$ cat config.mk
export PLATFORM = sky130hd
export DESIGN_NAME = regn_wb_ctrl
export DESIGN_NICKNAME = d
export VERILOG_FILES = /design/src/rtl/regn_pkg.sv /design/src/rtl/wb_fifo2.sv /design/src/rtl/regn_wb_ctrl.sv
export SDC_FILE = /design/constraint.sdc
export NUM_CORES = 1
export LEC_CHECK = 0
export ABC_AREA = 1
export CORE_MARGIN = 3
export CORE_UTILIZATION = 30
export DETAILED_ROUTE_END_ITERATION = 8
export PLACE_DENSITY = 0.59
export SLEW_MARGIN = 20
export SYNTH_ARGS = -nofsm -noshare
export SYNTH_HDL_FRONTEND = slang
export SYNTH_SLANG_ARGS = --single-unit
$ cat constraint.sdc
create_clock -name clk -period 6.9 [get_ports clk]
set_input_delay 1.035 -clock clk [delete_from_list [all_inputs] [get_ports clk]]
set_output_delay 1.035 -clock clk [all_outputs]
set_load 0.02 [all_outputs]
$ cat src/rtl/regn_pkg.sv
// Shared widths and FSM encoding for the register-file write-back controller.
package regn_pkg;

    localparam int XLEN  = 32;
    localparam int NREGS = 32;
    localparam int RD_W  = $clog2(NREGS);

    typedef enum logic [1:0] {
        IDLE  = 2'd0,
        DRAIN = 2'd1,
        CLEAR = 2'd2
    } state_t;

endpackage

$ cat src/rtl/wb_fifo2.sv
// Two-entry in-order FIFO holding {rd, data} write-back results.
module wb_fifo2 #(
    parameter int W = 37
) (
    input  logic         clk,
    input  logic         reset,
    input  logic         push,
    input  logic         pop,
    input  logic [W-1:0] din,
    output logic [W-1:0] dout,
    output logic         full,
    output logic         empty
);

    logic [W-1:0] mem [2];
    logic         wr_ptr;
    logic         rd_ptr;
    logic [1:0]   count;
    logic         do_push;
    logic         do_pop;

    // A push into a full FIFO is only legal when the head leaves on the same edge.
    assign do_push = push && (!full || pop);
    assign do_pop  = pop && !empty;
    assign full    = (count == 2'd2);
    assign empty   = (count == 2'd0);
    assign dout    = mem[rd_ptr];

    always_ff @(posedge clk) begin
        if (!reset) begin
            wr_ptr <= 1'b0;
            rd_ptr <= 1'b0;
            count  <= 2'd0;
        end else begin
            if (do_push) begin
                mem[wr_ptr] <= din;
                wr_ptr      <= ~wr_ptr;
            end
            if (do_pop) begin
                rd_ptr <= ~rd_ptr;
            end
            count <= count + 2'(do_push) - 2'(do_pop);
        end
    end

endmodule

$ cat src/rtl/regn_wb_ctrl.sv
// Write-back controller: queues results, drives one-hot register writes, and
// runs a drain-then-clear sequence that zeroes x1..x(NREGS-1).
module regn_wb_ctrl
    import regn_pkg::*;
#(
    parameter int XLEN  = regn_pkg::XLEN,
    parameter int NREGS = regn_pkg::NREGS
) (
    input  logic                     clk,
    input  logic                     reset,
    // A result transfers on every rising edge where wb_valid && wb_ready.
    input  logic                     wb_valid,
    output logic                     wb_ready,
    input  logic [$clog2(NREGS)-1:0] wb_rd,
    input  logic [XLEN-1:0]          wb_data,
    input  logic                     clr_req,
    output logic                     clr_busy,
    output logic [XLEN-1:0]          rf_din,
    output logic [NREGS-1:0]         rf_enable,
    output logic [NREGS-1:0]         rf_reset,
    output state_t                   dbg_state
);

    localparam int RDW = $clog2(NREGS);
    localparam int FW  = RDW + XLEN;
    localparam logic [NREGS-1:0] ONE      = NREGS'(1);
    localparam logic [RDW-1:0]   CNT_LAST = RDW'(NREGS - 1);
    localparam logic [RDW-1:0]   CNT_FIRST = RDW'(1);

    state_t         state;
    state_t         state_nxt;
    logic [RDW-1:0] cnt;
    logic           fifo_full;
    logic           fifo_empty;
    logic           push;
    logic           pop;
    logic [FW-1:0]  head;
    logic [RDW-1:0] head_rd;
    logic [XLEN-1:0] head_data;

    wb_fifo2 #(.W(FW)) u_fifo (
        .clk   (clk),
        .reset (reset),
        .push  (push),
        .pop   (pop),
        .din   ({wb_rd, wb_data}),
        .dout  (head),
        .full  (fifo_full),
        .empty (fifo_empty)
    );

    assign head_rd   = head[FW-1 -: RDW];
    assign head_data = head[XLEN-1:0];

    assign wb_ready  = reset && (state == IDLE) && !fifo_full;
    assign push      = wb_valid && wb_ready;
    // Popping stops during CLEAR so no write can collide with a register clear.
    assign pop       = !fifo_empty && (state != CLEAR);
    assign clr_busy  = reset && (state != IDLE);
    assign dbg_state = state;

    always_comb begin
        rf_reset = ONE;
        if (!reset) begin
            rf_reset = '1;
        end else if (state == CLEAR) begin
            rf_reset = (ONE << cnt) | ONE;
        end
    end

    always_comb begin
        state_nxt = state;
        case (state)
            IDLE:    if (clr_req) state_nxt = DRAIN;
            DRAIN:   if (fifo_empty) state_nxt = CLEAR;
            CLEAR:   if (cnt == CNT_LAST) state_nxt = IDLE;
            default: state_nxt = IDLE;
        endcase
    end

    always_ff @(posedge clk) begin
        if (!reset) begin
            state <= IDLE;
            cnt   <= CNT_FIRST;
        end else begin
            state <= state_nxt;
            if (state == CLEAR) begin
                cnt <= (cnt == CNT_LAST) ? CNT_FIRST : cnt + RDW'(1);
            end
        end
    end

    // Registered write stage; x0 is masked out of the enable so it is never written.
    always_ff @(posedge clk) begin
        if (!reset) begin
            rf_enable <= '0;
            rf_din    <= '0;
        end else if (pop) begin
            rf_enable <= (ONE << head_rd) & ~ONE;
            rf_din    <= head_data;
        end else begin
            rf_enable <= '0;
        end
    end

endmodule

==> out/metrics.cfg <==
[floorplan]
die_x_microns=144
rows=49
fp.dieH_microns=144
core_sq_um=18400
die_area_sq_um=20800
initial_core_util=0.312
io_pins=141

[clocking]
hold_buffers=0
clk_latency_ns=0.41
cts_tree=yes
root_buffer=clkbuf_16
post_cts_buffers=0
cts.sinks=149
numCtsBuffers=17
cts_htree_levels=4
max-clock-path-buffers=2
clkTransAtPathRegs_ns=0.06
cts_resized=0

[logic_synthesis]
ys_types=30
synth_cells=574
synth-compound-area-share=0.108
synth.top_cell.area_share=0.387
synth_fa_ha_area_frac=0.0174
async_reset_ff_frac=0
synth-warning-count=0
yosysSeqAreaShare=0.649
yosys.area_share.simple=0.156
synth_area_leader_cell=edfxtp_1
synth.area.top_cells=edfxtp_1 (39%), dfxtp_1 (26%), o21ai_0 (7.7%)
syn_nets=623
synthXorXnorAreaFrac=0
synth_top_family_by_area=simple AND/OR/NAND/NOR gates
synth_top_cells_by_count=nor2_1 (116), o21ai_0 (88), dfxtp_1 (75)
syn_area_sq_um=5740
muxShareOfSynthArea=0
avgSynthCellArea_sq_um=10.0
synth_edf_count=74
synth_most_common_cell=nor2_1
ys_ff_latch=149
yosys_most_used_dff=dfxtp_1

[routing]
ant_nets=0
wire_per_inst_microns=13.3
drc_errors=0
vias_per_cell=4.43
dr.first_iter.drc_count=164
drt_wl_total_mm=12.6
via_count=4201
drtPass1Iterations=4

[pwr]
power.share.switching=0.339
intPower_mw=1.90
power_frac_seq=0.393
clkPwrFrac=0.314
total_power_mw=2.88
combPwrFrac=0.293
ir_drop_v=0.000203
p_per_area_nw_per_um2=366
p_leak_nw=2.93
p_sw_uw=975

[timing]
slew_headroom=0.491
finalSetupTns_ns=0
skew_ns=0.0110
rsz0062_at_grt=no
hold_viol=0
max_freq_ghz=0.275
setup-violations-final=0
setup_slack_ns=3.26
tightest_slew_ns=0.762
period_needed_ns=3.64
min_period_over_period=0.527
slew_violations=0

[setup_path]
crit_type=input pin to primary output
cp-end-kind=primary output
arrival_ns=2.60
crit_buf_inv=3
cpPeakStageDelay_ns=0.63
crit_family=buffers and inverters
crit_slowest_cell=clkdlybuf4s50_1
worstPathRequired_ns=5.86
crit_path_cell_trace=buf_4 > inv_1 > nor2_1 > clkdlybuf4s50_1
start_kind=input pin
crit_path_max_fanout=76

[placement]
hpwl_mm=8.09
io_buffers=138
dp_slack_ns=3.22
place_congestion=0.802

[grt]
grt.total_usage=0.124
grt_pass1_wl_mm=20.1
grt-ovfl-total=0
grt_pass1_vias=3979
antenna_found_initial=0
grt_max_degree=77

[layout]
post_route_cells_drive_above_1_share=0.0723
finalNetCount=755
areaGrowthSynthToFinish_pct=36.9
antenna_cells=0

[run]
maxCapViolations=0

[run_status]
status=finished clean

[worst_hold_path]
hold_path.class=flip-flop to flip-flop

path summary, 6_finish.rpt:
kind / start / endpoint / slack, ns / cells after the start
hold reg to reg: u_fifo.rd_ptr / flip-flop / 0.45 / 1
setup / recovery: reset / clr_busy / 3.26 / 4
hold / removal: u_fifo.rd_ptr / flip-flop / 0.45 / 1
setup reg to reg: dbg_state[0] / u_fifo.count[1] / 4.38 / 10
sequential cells by signal (all words and copies together), names as in the netlist, named ones only:
name / cells
u_fifo.mem: 74
u_fifo.rd_ptr: 1
dbg_state: 2
rf_din: 32
u_fifo.count: 2
cnt: 5
u_fifo.wr_ptr: 1
rf_enable: 31
cell type report:
class / count / area, sq um
fill: 1779 / 10500
sequential: 149 / 3720
multi-input combinational: 336 / 1640
timing repair buffer: 141 / 1400
clock buffer: 18 / 429
tap: 229 / 287
inverter: 61 / 229
clock inverter: 14 / 150
layout by cell type, fill, tap and decap left out, types with 3 or more instances in the layout:
| cell | synthesis | final |
|---|---|---|
| clkdlybuf4s50_1 | 0 | 137 |
| nor2_1 | 116 | 114 |
| o21ai_0 | 88 | 88 |
| dfxtp_1 | 75 | 74 |
| edfxtp_1 | 74 | 74 |
| nand2_1 | 61 | 61 |
| inv_1 | 55 | 55 |
| nand3_1 | 17 | 17 |
| clkbuf_16 | 0 | 17 |
| nand4_1 | 9 | 9 |
| ha_1 | 8 | 8 |
| o31ai_1 | 7 | 7 |
| a21oi_1 | 7 | 7 |
| clkinv_1 | 2 | 5 |
| inv_2 | 4 | 4 |
| o21ai_1 | 4 | 4 |
| buf_4 | 8 | 4 |
| nand2_2 | 3 | 3 |
| nor2_4 | 1 | 3 |
| o21ai_2 | 3 | 3 |
| inv_6 | 0 | 3 |
| clkinv_4 | 0 | 3 |
power by group through the flow:
stage          combinational [mW]  sequential [mW]  clock [mW]
2_1_floorplan               0.500             1.22           0
3_3_place_gp                0.856             1.15           0
3_5_place_dp                0.863             1.15           0
4_1_cts                     0.868             1.13       0.932
5_1_grt                     0.952             1.15       0.967
6_report                    0.844             1.13       0.904
routing by layer:
metal / global-route usage / share of wire / wire [microns]
met1: 0.151 / 0.44 / 5550
met2: 0.206 / 0.49 / 6120
met3: 0.0390 / 0.065 / 823
met4: 0.0476 / 0.0097 / 123
met5: 0 / 0 / 0
logic make-up after synthesis:
| family | Yosys count |
|---|---|
| flip-flops | 149 |
| adder cells (fa/ha/maj) | 8 |
| AO/OA/AOI/OAI | 113 |
| AND/OR/NAND/NOR | 213 |
| other | 2 |
| buffers and inverters | 89 |
metrics by stage:
stage	utilization	hold slack [ns]	cells	instance area [sq um]
floorplan	-	0.426	574	5740
global placement	0.396	0.428	916	7280
detailed placement	0.396	0.432	916	7280
CTS	0.427	0.442	948	7860
global route	0.427	0.474	948	7860
finish	0.427	0.446	948	7860
(Power assumes the default switching activity.)
